### src/rtl/pooling_stream_controller_pkg.sv
// Shared definitions for layer sequencers: state encoding and the size
// helpers used to dimension frame counters.
package pooling_stream_controller_pkg;

  typedef enum logic [1:0] {
    IDLE   = 2'd0,
    STREAM = 2'd1,
    FLUSH  = 2'd2,
    DRAIN  = 2'd3
  } seq_state_t;

  // Bits needed to hold the values 0..n-1 (at least one bit).
  function automatic int log2_width(input int n);
    int w;
    w = 1;
    for (int i = 1; i < 31; i++) begin
      if ((1 << i) < n) w = i + 1;
    end
    return w;
  endfunction

  // Output side length of a pooling window sweep.
  function automatic int pool_out_dim(input int img, input int filt, input int stride);
    return (img - filt) / stride + 1;
  endfunction

endpackage

### src/rtl/pooling_stream_controller_output_reg.sv
// Single-entry output register: holds one pooled result plus its last flag
// until the downstream stage takes it.
module stream_output_reg #(
  parameter int WIDTH = 8
) (
  input  logic             clk,
  input  logic             rst,
  input  logic             load,
  input  logic [WIDTH-1:0] load_data,
  input  logic             load_last,
  input  logic             m_ready,
  output logic [WIDTH-1:0] m_data,
  output logic             m_valid,
  output logic             m_last
);

  // NOTE: non-blocking assignments make every register here sample pre-edge
  // values, so statement order inside the block cannot change behaviour.
  always_ff @(posedge clk) begin
    if (rst) begin
      // NOTE: the data register is reset as well, so m_data reads zero after
      // reset instead of exposing a stale pixel from an aborted frame.
      m_data  <= '0;
      m_valid <= 1'b0;
      m_last  <= 1'b0;
    end else if (load) begin
      // A load wins over an accept: the old beat leaves as the new one lands.
      m_data  <= load_data;
      m_valid <= 1'b1;
      m_last  <= load_last;
    end else if (m_ready) begin
      m_valid <= 1'b0;
      m_last  <= 1'b0;
    end
  end

endmodule

### src/rtl/pooling_stream_controller.sv
// Frame sequencer for one pooling layer: meters pixels into the layer,
// flushes it after the last pixel and registers the pooled outputs.
module pooling_stream_controller
  import pooling_stream_controller_pkg::*;
#(
  parameter int D_WIDTH     = 8,
  parameter int CHANNELS    = 1,
  parameter int IMAGE_SIZE  = 28,
  parameter int FILTER_SIZE = 2,
  parameter int STRIDE      = 2,
  parameter int FLUSH_MAX   = 4
) (
  input  logic                         clk,
  input  logic                         rst,
  input  logic                         start,
  output logic                         busy,
  output logic                         done,
  output logic                         frame_err,
  input  logic [D_WIDTH*CHANNELS-1:0]  s_data,
  input  logic                         s_valid,
  input  logic                         s_last,
  output logic                         s_ready,
  output logic                         pool_clk_en,
  output logic [D_WIDTH*CHANNELS-1:0]  pool_in,
  input  logic [D_WIDTH*CHANNELS-1:0]  pool_data,
  input  logic                         pool_valid,
  output logic [D_WIDTH*CHANNELS-1:0]  m_data,
  output logic                         m_valid,
  output logic                         m_last,
  input  logic                         m_ready
);

  localparam int DW      = D_WIDTH * CHANNELS;
  localparam int NPIX    = IMAGE_SIZE * IMAGE_SIZE;
  localparam int OUT_DIM = pool_out_dim(IMAGE_SIZE, FILTER_SIZE, STRIDE);
  localparam int NOUT    = OUT_DIM * OUT_DIM;
  localparam int IN_W    = log2_width(NPIX + 1);
  localparam int OUT_W   = log2_width(NOUT + 1);
  localparam int FL_W    = log2_width(FLUSH_MAX + 1);

  localparam logic [IN_W-1:0]  NPIX_C      = IN_W'(NPIX);
  localparam logic [IN_W-1:0]  LAST_PIX_C  = IN_W'(NPIX - 1);
  localparam logic [OUT_W-1:0] NOUT_C      = OUT_W'(NOUT);
  localparam logic [OUT_W-1:0] LAST_OUT_C  = OUT_W'(NOUT - 1);
  localparam logic [FL_W-1:0]  FLUSH_MAX_C = FL_W'(FLUSH_MAX);

  seq_state_t       state, state_next;
  logic [IN_W-1:0]  in_cnt, in_cnt_next;
  logic [OUT_W-1:0] out_cnt, out_cnt_next;
  logic [FL_W-1:0]  flush_cnt, flush_cnt_next;
  logic             frame_err_next;
  logic             done_next;

  logic out_free;
  logic accept;
  logic capture;

  // Handshake and layer-enable paths are purely combinational so a pixel
  // reaches the layer in the cycle it is accepted.
  assign out_free    = !m_valid || m_ready;
  assign s_ready     = (state == STREAM) && out_free;
  assign pool_clk_en = ((state == STREAM) && s_valid && out_free) ||
                       ((state == FLUSH) && out_free);
  assign pool_in     = (state == STREAM) ? s_data : '0;
  assign accept      = s_valid && s_ready;
  assign capture     = pool_clk_en && pool_valid && (out_cnt < NOUT_C);
  assign busy        = (state != IDLE);

  stream_output_reg #(
    .WIDTH(DW)
  ) u_output_reg (
    .clk       (clk),
    .rst       (rst),
    .load      (capture),
    .load_data (pool_data),
    .load_last (out_cnt == LAST_OUT_C),
    .m_ready   (m_ready),
    .m_data    (m_data),
    .m_valid   (m_valid),
    .m_last    (m_last)
  );

  always_ff @(posedge clk) begin
    if (rst) begin
      state     <= IDLE;
      in_cnt    <= '0;
      out_cnt   <= '0;
      flush_cnt <= '0;
      frame_err <= 1'b0;
      done      <= 1'b0;
    end else begin
      state     <= state_next;
      in_cnt    <= in_cnt_next;
      out_cnt   <= out_cnt_next;
      flush_cnt <= flush_cnt_next;
      frame_err <= frame_err_next;
      done      <= done_next;
    end
  end

  always_comb begin
    // NOTE: every variable driven here gets a default first, so no branch can
    // leave one unassigned and no latch is inferred.
    state_next     = state;
    in_cnt_next    = in_cnt;
    out_cnt_next   = capture ? out_cnt + OUT_W'(1) : out_cnt;
    flush_cnt_next = flush_cnt;
    frame_err_next = frame_err;
    done_next      = 1'b0;

    unique case (state)
      IDLE: begin
        if (start) begin
          state_next     = STREAM;
          in_cnt_next    = '0;
          out_cnt_next   = '0;
          flush_cnt_next = '0;
          frame_err_next = 1'b0;
        end
      end

      STREAM: begin
        if (accept) begin
          in_cnt_next = (in_cnt == NPIX_C) ? in_cnt : in_cnt + IN_W'(1);
          if (in_cnt == LAST_PIX_C) begin
            if (!s_last) frame_err_next = 1'b1;
            // Last window may have been captured with the last pixel itself.
            state_next = (out_cnt_next == NOUT_C) ? DRAIN : FLUSH;
          end else if (s_last) begin
            frame_err_next = 1'b1;
          end
        end
      end

      FLUSH: begin
        if (pool_clk_en && (flush_cnt != FLUSH_MAX_C)) begin
          flush_cnt_next = flush_cnt + FL_W'(1);
        end
        // Decide on post-edge counts so no extra enable is issued after the
        // final capture or the final permitted flush.
        if (out_cnt_next == NOUT_C) begin
          state_next = DRAIN;
        end else if (flush_cnt_next == FLUSH_MAX_C) begin
          frame_err_next = 1'b1;
          state_next     = IDLE;
        end
      end

      DRAIN: begin
        if (m_valid && m_last && m_ready) begin
          done_next  = 1'b1;
          state_next = IDLE;
        end
      end

      default: state_next = IDLE;
    endcase
  end

endmodule

### config.mk
export PLATFORM = sky130hd
export DESIGN_NAME = pooling_stream_controller
export DESIGN_NICKNAME = d
export VERILOG_FILES = /design/src/rtl/pooling_stream_controller_pkg.sv /design/src/rtl/pooling_stream_controller_output_reg.sv /design/src/rtl/pooling_stream_controller.sv
export SDC_FILE = /design/constraint.sdc
export NUM_CORES = 1
export LEC_CHECK = 0
export BUFFER_PORTS_ARGS = -buffer_cell sky130_fd_sc_hd__buf_2
export CORE_MARGIN = 2
export CORE_UTILIZATION = 45
export DETAILED_ROUTE_END_ITERATION = 10
export PLACE_DENSITY = 0.68
export SYNTH_ARGS = -nofsm -noshare
export SYNTH_HDL_FRONTEND = slang
export SYNTH_HIERARCHICAL = 1
export SYNTH_SLANG_ARGS = --single-unit
export TNS_END_PERCENT = 1
### constraint.sdc
create_clock -name clk -period 3.1 [get_ports clk]
set_clock_uncertainty 0.2 [all_clocks]
set_input_delay 0.62 -clock clk [delete_from_list [all_inputs] [get_ports clk]]
set_output_delay 0.62 -clock clk [all_outputs]
set_load 0.05 [all_outputs]
==> impl_metrics.ini <==
[synth]
ys.flop_type = dfxtp_1
ys_seq_area_frac = 0.337
synth-compound-area-share = 0.128
synth_top_family_by_area = simple AND/OR/NAND/NOR gates
yosys.area_share.simple = 0.311
synth_top_area_frac = 0.337
yosys-top-cells-area = dfxtp_1, nor2_1, ha_1
syn_nets = 276
synthXorXnorAreaFrac = 0.0589
syn_avg_cell_area_um2 = 8.53
synthDistinctLibCells = 57
synthCells = 244
yosysMostFrequentCell = nor2_1
netlist_area_mm2 = 0.00208
yosysWarningCount = 6
async_flop_share = 0
synthMuxAreaShare = 0.0637
ys_seq_elements = 35
synthTopCellsByCount = nor2_1, dfxtp_1, nand2_1, inv_1, mux2i_1
yosysTopAreaCell = dfxtp_1
synth_fa_ha_area_frac = 0.0541
synth_edf_count = 0

[finish]
nNetsFinal = 320
drive_gt1_frac = 0.225
fin_util = 0.558
syn2layout_area_growth_pct = 18.4
regArea_um2 = 701
finalNonFillerCells = 341
n_fill_cell = 413
multi_input_area_mm2 = 0.00128
diodes = 0

[detailed_routing]
routedWlPerCell_um = 13.3
num_vias = 1825
wirelength_um = 4540
drcViolationCount = 0
drt_iter0_markers = 64
ant_nets = 0
drt_pass1_iterations = 4
vias_per_cell = 5.35

[floorplan]
std_cell_rows = 24
die_h_um = 72.0
core_mm2 = 0.00441
initial_utilization = 0.472
io_pins = 46
dieWidth_um = 72.0
die-area_mm2 = 0.00519

[setup_path]
cp_max_fo = 8
crit_chain = inv_1 > ha_1 > a21o_2 > nand2_1 > o41ai_2 > nor2_1 > a2111oi_1 > nand3_1 > a21oi_1
regToRegSetupSlack_ns = 0.28
critical_path.top_delay_family = compound AO/OA/AOI/OAI gates
cp.arrival_ns = 2.84
worst-endpoint-required_ns = 3.12
end_kind = register
cp_num_buf_inv = 1
worstSetupStartpointType = register
max_stage_delay_ns = 0.61
worstSetupPathType = register to register
crit_slowest_cell = a2111oi_1

[global_routing]
grt_pass1_wl_um = 7650
grt_max_degree = 23
globalRouteTotalUtil = 0.189
grt_overflow_total = 0
antenna_found_initial = 0
grt_pass1_vias = 1643

[timing]
hold_viol = 0
rsz0062_at_grt = false
fmax_ghz = 0.355
period_share = 0.910
fin_hold_ws_ns = 0.295
setup_viol = 0
slew_viol_final = 0
worst_pin_slew_ns = 0.616
slew_headroom = 0.588
period_minus_slack_ns = 2.82
fin_tns_setup_ns = 0

[status]
status = finished clean

[placement]
gp_congestion = 0.875
hpwl_um = 3350
dp_cells = 333
portBuffers = 45

[clock_network]
cts_setup_buffers = 0
clock_latency_ns = 0.29
cts_tree = done
clk_pin_slew_worst_paths_ns = 0.08
postCtsHoldBufs = 0
cts_root_buf = clkbuf_8
cts_resized = 0
cts_buffer_depth = 2
h-tree-depth = 2
cts_buffers = 5
cts.sinks = 35

[power_and_ir_drop]
ir_drop_mv = 0.385
power.density_mw_per_mm2 = 743
power.leakage_nw = 1.04

[hold_path]
hold_path_class = register to register

[job]
cap_violations = 0
## logic make-up after synthesis
kind of cell / count (synthesis)
AOI/OAI and AO/OA: 35
xor gates and xnor gates: 14
adders and majority gates: 9
buffers and inverters: 21
DFF: 35
muxes: 13
and+or+nand+nor: 117
## final timing paths
kind | start | end | depth (start not counted)
worst max-delay path | state[0] | frame_err | 9
worst min-delay path | u_output_reg/m_data[1] | u_output_reg/m_data[1] | 2
worst max register to register | state[0] | frame_err | 9
worst min register to register | u_output_reg/m_data[1] | u_output_reg/m_data[1] | 2
## where the power goes
part           total, W  internal, W  switching [W]
clock          0.000497     0.000321       0.000176
sequential     0.000519     0.000486      0.0000321
combinational  0.000817     0.000242       0.000574
total           0.00183      0.00105       0.000783
## flip-flops by register name, summed over array words and instances, names as in the netlist
signal and count:
u_output_reg/m_data 8, out_cnt 8, in_cnt 10, state 2, frame_err 1, flush_cnt 3, u_output_reg/m_valid 1, done 1
u_output_reg/m_last 1
## cell type report
type                            count  share of cell area
Tap cell                           52              0.0264
Clock buffer                        5              0.0279
Timing Repair Buffer               47              0.0975
Inverter                           11              0.0168
Sequential cell                    35               0.284
Clock inverter                      3              0.0274
Multi-Input combinational cell    188               0.520
## metal layers
| layer | GRT usage | up-vias | share of wire |
|---|---|---|---|
| met4 | 0.0860 | 0 | 0.019 |
| li1 | - | 945 | - |
| met1 | 0.241 | 835 | 0.46 |
| met5 | 0 | - | 0 |
| met2 | 0.305 | 38 | 0.49 |
| met3 | 0.0431 | 7 | 0.034 |
## per-stage QoR
step	worst slack (ns)	total power, W	cell area, um^2
after floorplan	0.519	0.00116	2080
after global placement	0.342	0.00134	2330
after detailed placement	0.303	0.00134	2330
after CTS	0.329	0.00185	2460
after global routing	0.0406	0.00194	2460
final	0.280	0.00183	2460
## cells in the final DEF, fill, tap and decap left out, types with 3 or more instances in the layout
cell type	instances
a21oi_1	10
a31oi_1	3
and2_1	9
and3_1	5
and4_1	6
buf_2	45
clkbuf_8	5
dfxtp_1	35
ha_1	9
inv_1	11
mux2i_1	11
nand2_1	15
nand2b_1	5
nand3_1	9
nand4_1	4
nor2_1	42
nor2b_1	3
nor3_1	3
o21ai_0	4
xnor2_1	7
xor2_1	7
## worst min-delay path: cells and delay by family (launching register included)
kind / cells / cell delay (ns)
DFF: 1 / 0.33
and+or+nand+nor: 1 / 0.07
muxes: 1 / 0.06
(Power assumes the default switching activity.)
